### config.mk
export PLATFORM = sky130hd
export DESIGN_NAME = uart_rx_os
export DESIGN_NICKNAME = d
export VERILOG_FILES = /design/src/rtl/uart_rx_os.sv
export SDC_FILE = /design/constraint.sdc
export NUM_CORES = 1
export LEC_CHECK = 0
export BUFFER_PORTS_ARGS = -buffer_cell sky130_fd_sc_hd__buf_2
export CAP_MARGIN = 20
export CORE_UTILIZATION = 50
export CTS_BUF_LIST = sky130_fd_sc_hd__clkbuf_4
export CTS_CLUSTER_SIZE = 16
export DETAILED_ROUTE_END_ITERATION = 12
export PLACE_DENSITY = 0.71
export RECOVER_POWER = 25
export SLEW_MARGIN = 20
export SYNTH_ARGS = -nofsm -noshare
export SYNTH_HDL_FRONTEND = slang
export SYNTH_SLANG_ARGS = --single-unit
### constraint.sdc
create_clock -name i_clk -period 1.9 [get_ports i_clk]
set_clock_uncertainty 0.15 [all_clocks]
set_input_delay 0.095 -clock i_clk [delete_from_list [all_inputs] [get_ports i_clk]]
set_output_delay 0.095 -clock i_clk [all_outputs]
set_load 0.02 [all_outputs]
### src/rtl/uart_rx_os.sv
// uart_rx_os: oversampling UART receiver.
//   - internal baud-tick generator (DIVISOR clocks per tick, OVERSAMPLE ticks per bit)
//   - 2-FF input synchroniser plus falling-edge detector on the serial line
//   - start-bit centre re-check for false-start rejection
//   - configurable data width, stop length, framing-error flag
//   - optional parity check, compiled in when the macro UART_PARITY_EN is defined;
//     without it o_parity_err is tied low and PARITY_ODD is ignored.
module uart_rx_os #(
    parameter int DIVISOR    = 163,
    parameter int OVERSAMPLE = 16,
    parameter int DATA_BITS  = 8,
    parameter int SB_TICKS   = 16,
    parameter int PARITY_ODD = 0
) (
    input  logic                 i_clk,
    input  logic                 i_reset,
    input  logic                 i_rx,
    output logic [DATA_BITS-1:0] o_data,
    output logic                 o_rx_done,
    output logic                 o_frame_err,
    output logic                 o_parity_err,
    output logic                 o_busy
);

    // ------------------------------------------------------------------
    // Derived widths and compare constants
    // ------------------------------------------------------------------
    localparam int S_MAX = (OVERSAMPLE > SB_TICKS) ? OVERSAMPLE : SB_TICKS;
    localparam int S_W   = (S_MAX > 1) ? $clog2(S_MAX) : 1;
    localparam int N_W   = (DATA_BITS > 1) ? $clog2(DATA_BITS) : 1;
    localparam int C_W   = (DIVISOR > 1) ? $clog2(DIVISOR) : 1;

    localparam logic [C_W-1:0] CNT_LAST     = C_W'(DIVISOR - 1);
    localparam logic [S_W-1:0] S_START_LAST = S_W'(OVERSAMPLE / 2 - 1);
    localparam logic [S_W-1:0] S_BIT_LAST   = S_W'(OVERSAMPLE - 1);
    localparam logic [S_W-1:0] S_STOP_LAST  = S_W'(SB_TICKS - 1);
    localparam logic [N_W-1:0] N_LAST       = N_W'(DATA_BITS - 1);

    // FSM encoding
    localparam logic [2:0] ST_IDLE  = 3'd0;
    localparam logic [2:0] ST_START = 3'd1;
    localparam logic [2:0] ST_DATA  = 3'd2;
    localparam logic [2:0] ST_STOP  = 3'd4;
`ifdef UART_PARITY_EN
    localparam logic [2:0] ST_PARITY     = 3'd3;
    localparam logic [2:0] ST_AFTER_DATA = ST_PARITY;
`else
    localparam logic [2:0] ST_AFTER_DATA = ST_STOP;
`endif

    // ------------------------------------------------------------------
    // Signals
    // ------------------------------------------------------------------
    logic                 rx_meta_reg;
    logic                 rx_s_reg;
    logic                 rx_prev_reg;
    logic                 start_edge;

    logic [C_W-1:0]       cnt_reg;
    logic                 tick;

    logic [2:0]           state_reg,  state_next;
    logic [S_W-1:0]       s_reg,      s_next;
    logic [N_W-1:0]       n_reg,      n_next;
    logic [DATA_BITS-1:0] shift_reg,  shift_next;

    logic [DATA_BITS-1:0] data_reg,   data_next;
    logic                 done_reg,   done_next;
    logic                 ferr_reg,   ferr_next;

`ifdef UART_PARITY_EN
    logic                 par_err_reg, par_err_next;
    logic                 perr_reg,    perr_next;
`else
    logic                 unused_parity_sense;
    assign unused_parity_sense = PARITY_ODD[0];
`endif

    // ------------------------------------------------------------------
    // Input synchroniser: both stages idle high so reset never looks like a start bit
    // ------------------------------------------------------------------
    always_ff @(posedge i_clk) begin
        if (i_reset) begin
            rx_meta_reg <= 1'b1;
            rx_s_reg    <= 1'b1;
        end else begin
            rx_meta_reg <= i_rx;
            rx_s_reg    <= rx_meta_reg;
        end
    end

    // Previous synchronised level, used to detect a true high-to-low edge.
    // A line held low after a break produces no edge, so START is not re-entered
    // until the line has gone high again.
    always_ff @(posedge i_clk) begin
        if (i_reset) begin
            rx_prev_reg <= 1'b1;
        end else begin
            rx_prev_reg <= rx_s_reg;
        end
    end

    assign start_edge = (state_reg == ST_IDLE) && rx_prev_reg && !rx_s_reg;

    // ------------------------------------------------------------------
    // Oversample tick generator, re-phased to the detected start edge
    // ------------------------------------------------------------------
    always_ff @(posedge i_clk) begin
        if (i_reset) begin
            cnt_reg <= '0;
        end else if (start_edge || (cnt_reg == CNT_LAST)) begin
            cnt_reg <= '0;
        end else begin
            cnt_reg <= cnt_reg + 1'b1;
        end
    end

    assign tick = (cnt_reg == CNT_LAST);

    // ------------------------------------------------------------------
    // Receive FSM: next-state and datapath decisions
    // ------------------------------------------------------------------
    always_comb begin
        state_next = state_reg;
        s_next     = s_reg;
        n_next     = n_reg;
        shift_next = shift_reg;
        data_next  = data_reg;
        done_next  = 1'b0;
        ferr_next  = ferr_reg;
`ifdef UART_PARITY_EN
        par_err_next = par_err_reg;
        perr_next    = perr_reg;
`endif

        case (state_reg)
            ST_IDLE: begin
                if (start_edge) begin
                    state_next = ST_START;
                    s_next     = '0;
                end
            end

            // Re-check the line at the middle of the start bit; a glitch that
            // has already gone high is dropped silently.
            ST_START: begin
                if (tick) begin
                    if (s_reg == S_START_LAST) begin
                        s_next = '0;
                        if (!rx_s_reg) begin
                            state_next = ST_DATA;
                            n_next     = '0;
                        end else begin
                            state_next = ST_IDLE;
                        end
                    end else begin
                        s_next = s_reg + 1'b1;
                    end
                end
            end

            // Sample each data bit at its centre, LSB first, shifting right.
            ST_DATA: begin
                if (tick) begin
                    if (s_reg == S_BIT_LAST) begin
                        s_next     = '0;
                        shift_next = {rx_s_reg, shift_reg[DATA_BITS-1:1]};
                        if (n_reg == N_LAST) begin
                            n_next     = '0;
                            state_next = ST_AFTER_DATA;
                        end else begin
                            n_next = n_reg + 1'b1;
                        end
                    end else begin
                        s_next = s_reg + 1'b1;
                    end
                end
            end

`ifdef UART_PARITY_EN
            // Parity over data plus parity bit must equal the selected sense.
            ST_PARITY: begin
                if (tick) begin
                    if (s_reg == S_BIT_LAST) begin
                        s_next       = '0;
                        par_err_next = ((^shift_reg) ^ rx_s_reg) != PARITY_ODD[0];
                        state_next   = ST_STOP;
                    end else begin
                        s_next = s_reg + 1'b1;
                    end
                end
            end
`endif

            // Sample the stop bit and publish the frame; errored frames are
            // still delivered with their flags.
            ST_STOP: begin
                if (tick) begin
                    if (s_reg == S_STOP_LAST) begin
                        s_next     = '0;
                        state_next = ST_IDLE;
                        done_next  = 1'b1;
                        data_next  = shift_reg;
                        ferr_next  = ~rx_s_reg;
`ifdef UART_PARITY_EN
                        perr_next  = par_err_reg;
`endif
                    end else begin
                        s_next = s_reg + 1'b1;
                    end
                end
            end

            default: begin
                state_next = ST_IDLE;
                s_next     = '0;
                n_next     = '0;
            end
        endcase
    end

    // FSM state, counters and shift register
    always_ff @(posedge i_clk) begin
        if (i_reset) begin
            state_reg <= ST_IDLE;
            s_reg     <= '0;
            n_reg     <= '0;
            shift_reg <= '0;
        end else begin
            state_reg <= state_next;
            s_reg     <= s_next;
            n_reg     <= n_next;
            shift_reg <= shift_next;
        end
    end

    // Output registers: word, done strobe and framing flag held until next frame
    always_ff @(posedge i_clk) begin
        if (i_reset) begin
            data_reg <= '0;
            done_reg <= 1'b0;
            ferr_reg <= 1'b0;
        end else begin
            data_reg <= data_next;
            done_reg <= done_next;
            ferr_reg <= ferr_next;
        end
    end

`ifdef UART_PARITY_EN
    // Parity result of the current frame and the published parity flag
    always_ff @(posedge i_clk) begin
        if (i_reset) begin
            par_err_reg <= 1'b0;
            perr_reg    <= 1'b0;
        end else begin
            par_err_reg <= par_err_next;
            perr_reg    <= perr_next;
        end
    end

    assign o_parity_err = perr_reg;
`else
    assign o_parity_err = 1'b0;
`endif

    assign o_data      = data_reg;
    assign o_rx_done   = done_reg;
    assign o_frame_err = ferr_reg;
    // Busy stays up through the done cycle so it falls one cycle after the strobe.
    assign o_busy      = (state_reg != ST_IDLE) || done_reg;

endmodule

# Word-level counts from Yosys, hierarchy flattened
# Cells that the tools add are included.
[op_classes]
n_addsub = 3
magnitude_cmp = 0
bitwise_logic = 4
shifts = 0
n_reduce_logical = 16
multipliers = 0
n_eq_ne = 17
div = 0
muxes = 24
[op_table]
columns = ["cell", "count"]
rows = [
  ["2-to-1 mux 3 bit", 14],
  ["2-to-1 mux 4 bit", 5],
  ["inequality test 2 bit, second input constant", 9],
  ["one-hot mux 3 bit (4 select lines)", 1],
  ["one-hot mux 4 bit (3 select lines)", 1],
  ["one-hot mux 3 bit (3 select lines)", 1],
  ["AND reduction 3 bit", 3],
  ["adder 8 x 1 -> 8 bit, second input constant", 1],
  ["equality test 8 bit, second input constant", 1],
  ["AND reduction 8 bit", 1],
  ["equality test 3 bit, second input constant", 2],
  ["AND reduction 6 bit", 1],
  ["OR reduction 2 bit", 3],
  ["adder 4 x 1 -> 4 bit, second input constant", 1],
  ["equality test 4 x 3 -> 1 bit, second input constant", 1],
  ["equality test 4 bit, second input constant", 1],
  ["inverter 1 bit", 4],
  ["adder 3 x 1 -> 3 bit, second input constant", 1],
  ["equality test 3 x 1 -> 1 bit, second input constant", 1],
  ["equality test 3 x 2 -> 1 bit, second input constant", 1],
  ["logical NOT 3 bit", 1],
  ["nonzero test 3 bit", 1],
  ["OR reduction 3 bit", 1],
  ["logical AND 1 bit", 2],
  ["other kinds (5)", 6],
]
[word_totals]
ramBits = 0
out_inout_bits = 12
ff_bits = 39
memories = 0
latchBits = 0
word_cells = 75
inputBits = 3
rom_bits = 0

# Depth between registers and ports, before layout
[logic_depth]
ltp_word = 5
mapped_depth = 7
ltp_nobuf = 6

# Worst setup path after synthesis
# OpenSTA, ideal clock, no wires.
[synth_timing]
path_kind = "reg2reg"
startpoint = "reg state_reg[2]"
endpoint = "reg s_reg[0]"
path_stages_with_launch = 6
setup_slack_ns = 0.028
required_time_ns = 1.680
setup_ns = 0.070
t_arrival_ns = 1.652
path_buffers = 1
cell_sequence = "dfxtp_1 -> buf_4 -> maj3_2 -> a211oi_4 -> or4b_1 -> a21oi_1"
[synth_between]
elab_chain_cells = 5
elab_cells_between_ends = 12
cone_classes = "eq/ne (6); mux (1); reduce/logical (5)"
[synth_rtl]
columns = ["item", "line", "source"]
rows = [
  ["start, declared", "62", "logic [2:0] state_reg, state_next;"],
  ["start signal, assigned", "230", "state_reg <= state_next;"],
  ["logical NOT 3 bit", "103, 136", ""],
  ["logical AND 1 bit (2 in series)", "103", "assign start_edge = (state_reg == ST_IDLE) && rx_prev_reg && !rx_s_reg;"],
  ["inequality test 2 bit (no line)", "--", ""],
  ["AND reduction 3 bit (no line)", "--", ""],
  ["end signal, assigned", "231", "s_reg <= s_next;"],
  ["end, declared", "63", "logic [S_W-1:0] s_reg, s_next;"],
]
# Parallel ways exist; a longest one is shown, timed or not.
# A chain may end at the register's enable or synchronous reset.

# Final worst setup path
[layout_timing]
startpoint = "reg cnt_reg[0]"
endpoint = "reg s_reg[1]"
[layout_between]
elab_chain_cells = 3
elab_cells_between_ends = 4
cone_classes = "eq/ne (3); reduce/logical (1)"
[layout_rtl]
columns = ["item", "line", "source"]
rows = [
  ["start, declared", "59", "logic [C_W-1:0] cnt_reg;"],
  ["start signal, assigned", "114", "cnt_reg <= cnt_reg + 1'b1;"],
  ["equality test 8 bit (*)", "118", "assign tick = (cnt_reg == CNT_LAST);"],
  ["inequality test 2 x 1 -> 1 bit (no line) or inequality test 2 bit (tied branches)", "--", ""],
  ["AND reduction 3 bit (no line) (*)", "--", ""],
]
# Mark *: on every way between the ends. The rest lies on a longest branch, timed or not.

==> impl_results.md <==
- Status: finished with violations
- Failing checks: setup timing
- Mapped Cells: 178
- Placement Cell Area: around 1900 sq um
- Hold Fails Final Rpt: 0
- Power density cells: just under 700 nW/um^2
- CTS Buf Count: 5
- Ys async rst share: 0%
- Root buffer cell: clkbuf_4
- Die Wd: 61.1 um
- Die Height: between 60 and 70 um
- TritonCTS clock tree: yes
- Post-DP HPWL: ~2300 um
- Final WL: approximately 3700 um
- CTS max path bufs: 2
- Clock Pin Slew Worst Setup and Hold Paths: approximately 0.11 ns
- Crit end category: register
- Worst EP required: 2.03 ns
- Post-DR wirelength/cell: 14.1 um
- Synth cell count leaders: dfxtp_1, nor2_1, mux2i_1, a21oi_1
- Ant diodes: 0
- # H-tree levels: 2
- Final min period: 1.90 ns
- Fmax: between 500 and 600 MHz
- Synthesis-to-layout area growth: 25.8%
- Largest family of logic cells by synthesized area: simple AND/OR/NAND/NOR gates
- Number of global-route vias before repair: approximately 1200
- Most common cell in the netlist: dfxtp_1
- Core area: 3340 sq um
- Share of layout cells above drive strength 1: 28.2%
- Port Buffer Count: 13
- Fin crit share: 100%
- Leading area contributor after synthesis: dfxtp_1
- First-pass GRT wire length: ~5200 um
- Vias per inst: roughly 5.5
- Lkg Pwr: ~0.96 nW
- FP Rows: 21
- Synth area leaders: dfxtp_1, mux2i_1, nor2_1
- Crit-path cells: inv_2, ha_4, and4bb_4, a211oi_4, buf_6, or4b_4, a21oi_2
- Yosys warning count: 0
- Via count: 1419
- Worst path slowest cell: or4b_4
- Initial antenna violation count: 0
- # IOs: 15
- Die area: 3740 sq um
- Drt drc: 0
- Worst skew pair latency: 0.34 ns
- Syn_nets: 186
- FF+latch count, synth: 39
- Tot GR Track Use: a little under a fifth
- Syn_area_per_cell: slightly below 10 sq um
- Dpl cells: between 200 and 250
- Nets@finish: 221
- Total clock sinks: 39
- Hold Path Class: register to register
- XOR/XNOR Fraction of Synth Area: under 10%
- Crit Path Max Fanout: 7
- Synthesized cell area: ~1700 sq um
- Pre-antenna DRT Iters: 4
- EDFF count, synth: 0
- Crit Path Class: register to register
- Setup violators final: 1
- Max IR drop VDD: 0.469 mV
- Startpoint Class: register
- Crit path largest cell delay: between 0.5 and 0.6 ns
- Initial Util: a little over half
- RSZ-0062 raised after global routing: yes
- Post-synthesis mux area share: a little over a tenth
- Initial DRC Count: about 70
- Place WS: -0.0752 ns
- Setup TNS: -0.00315 ns
- Synth Area in Adders: 4.22%
- Maxcap violations: 0
- Worst setup margin: -0.00315 ns
- Cell variety after synth: 44
- Largest net degree at the start of global routing: 33
- Max Slew Vio Count: 0
- Routability Congestion: slightly below 0.8
- Post-Synth Simple-Gate Area: between 20% and 30%
- Compound-Gate Fraction of Synth Area: ~8.4%
- Antenna-violating nets left: 0
- Seq/Total Area, Yosys: 44.7%
- Worst EP arrival: 2.04 ns
- Fillcell total: 274
- Post-route cell area: approximately 2200 sq um
- Fin cells: 259
- Synth top area share: around 45%
- Grt total ovfl: 0
- Ys flop type: dfxtp_1
cells by family after synthesis:
group	Yosys count
compound gates	21
mux	19
other cells	1
simple gates	71
flops	39
fa+ha+maj	6
buf+inv	13
xor+xnor	8
cell usage in the layout (no fill, tap or decap), drive strengths merged, types with 6 or more instances in the layout:
cell	n
xor2	6
nand3	6
a21oi	7
clkbuf	15
buf	26
dfxtp	39
mux2i	18
nor2	28
per-layer routing:
metal	up-vias	share of wire [%]	global-route usage [%]
met2	25	52	31.4
met5	-	0	0
met1	689	45	23.3
li1	701	-	-
met3	4	2.7	6.30
met4	0	0.88	6.17
power breakdown:
part	internal (mW)	switching, mW	total (mW)
combinational	0.0610	0.0658	0.127
sequential	0.827	0.0123	0.839
clock	0.286	0.259	0.545
layout make-up:
| type | instances | area, sq um | area share [%] |
|---|---|---|---|
| multi-input cells | 126 | 996 | 45.3 |
| flip-flops and latches | 39 | 792 | 36.0 |
| repair buffers | 37 | 263 | 12.0 |
| well taps | 46 | 57.6 | 2.62 |
| clock buffers | 6 | 45.0 | 2.05 |
| clock inverters | 1 | 30.0 | 1.37 |
| inverters | 4 | 15.0 | 0.683 |
repair_timing:
action                                  4_1_cts  5_1_grt
endpoints found under the hold margin         2        0
setup buffers                                 2        5
hold buffers                                  2        0
gates cloned                                  0        0
endpoints found under the setup margin        5       12
resized for setup                             5       27
pin swaps                                     0       10
path summary, 6_finish.rpt:
path | cells past startpoint | slack, ns | startpoint | endpoint
worst min-delay path | 1 | 0.28 | rx_meta_reg$_SDFF_PP1_ | rx_s_reg$_SDFF_PP1_
worst max register to register | 7 | -0.003 | cnt_reg[0]$_SDFF_PP0_ | s_reg[1]$_SDFFE_PP0P_
worst min register to register | 1 | 0.28 | rx_meta_reg$_SDFF_PP1_ | rx_s_reg$_SDFF_PP1_
worst max-delay path | 7 | -0.003 | cnt_reg[0]$_SDFF_PP0_ | s_reg[1]$_SDFFE_PP0P_
worst max-delay path: cells and delay by family (launching register included):
kind | cells | cell delay (ns)
adder cells (fa/ha/maj) | 1 | 0.12
AO/OA/AOI/OAI | 2 | 0.21
AND/OR/NAND/NOR | 2 | 0.83
buffers and inverters | 2 | 0.21
flip-flops | 1 | 0.34
stage by stage:
step                      hold slack, ns  util (%)  power, mW
after floorplan                   0.0421         -      0.919
after global placement             0.134      58.3      0.950
after detailed placement           0.137      58.3      0.955
after CTS                          0.281      62.0       1.49
after global routing               0.294      65.9       1.57
final                              0.284      65.9       1.51
Power figures use the tool's default switching activity.
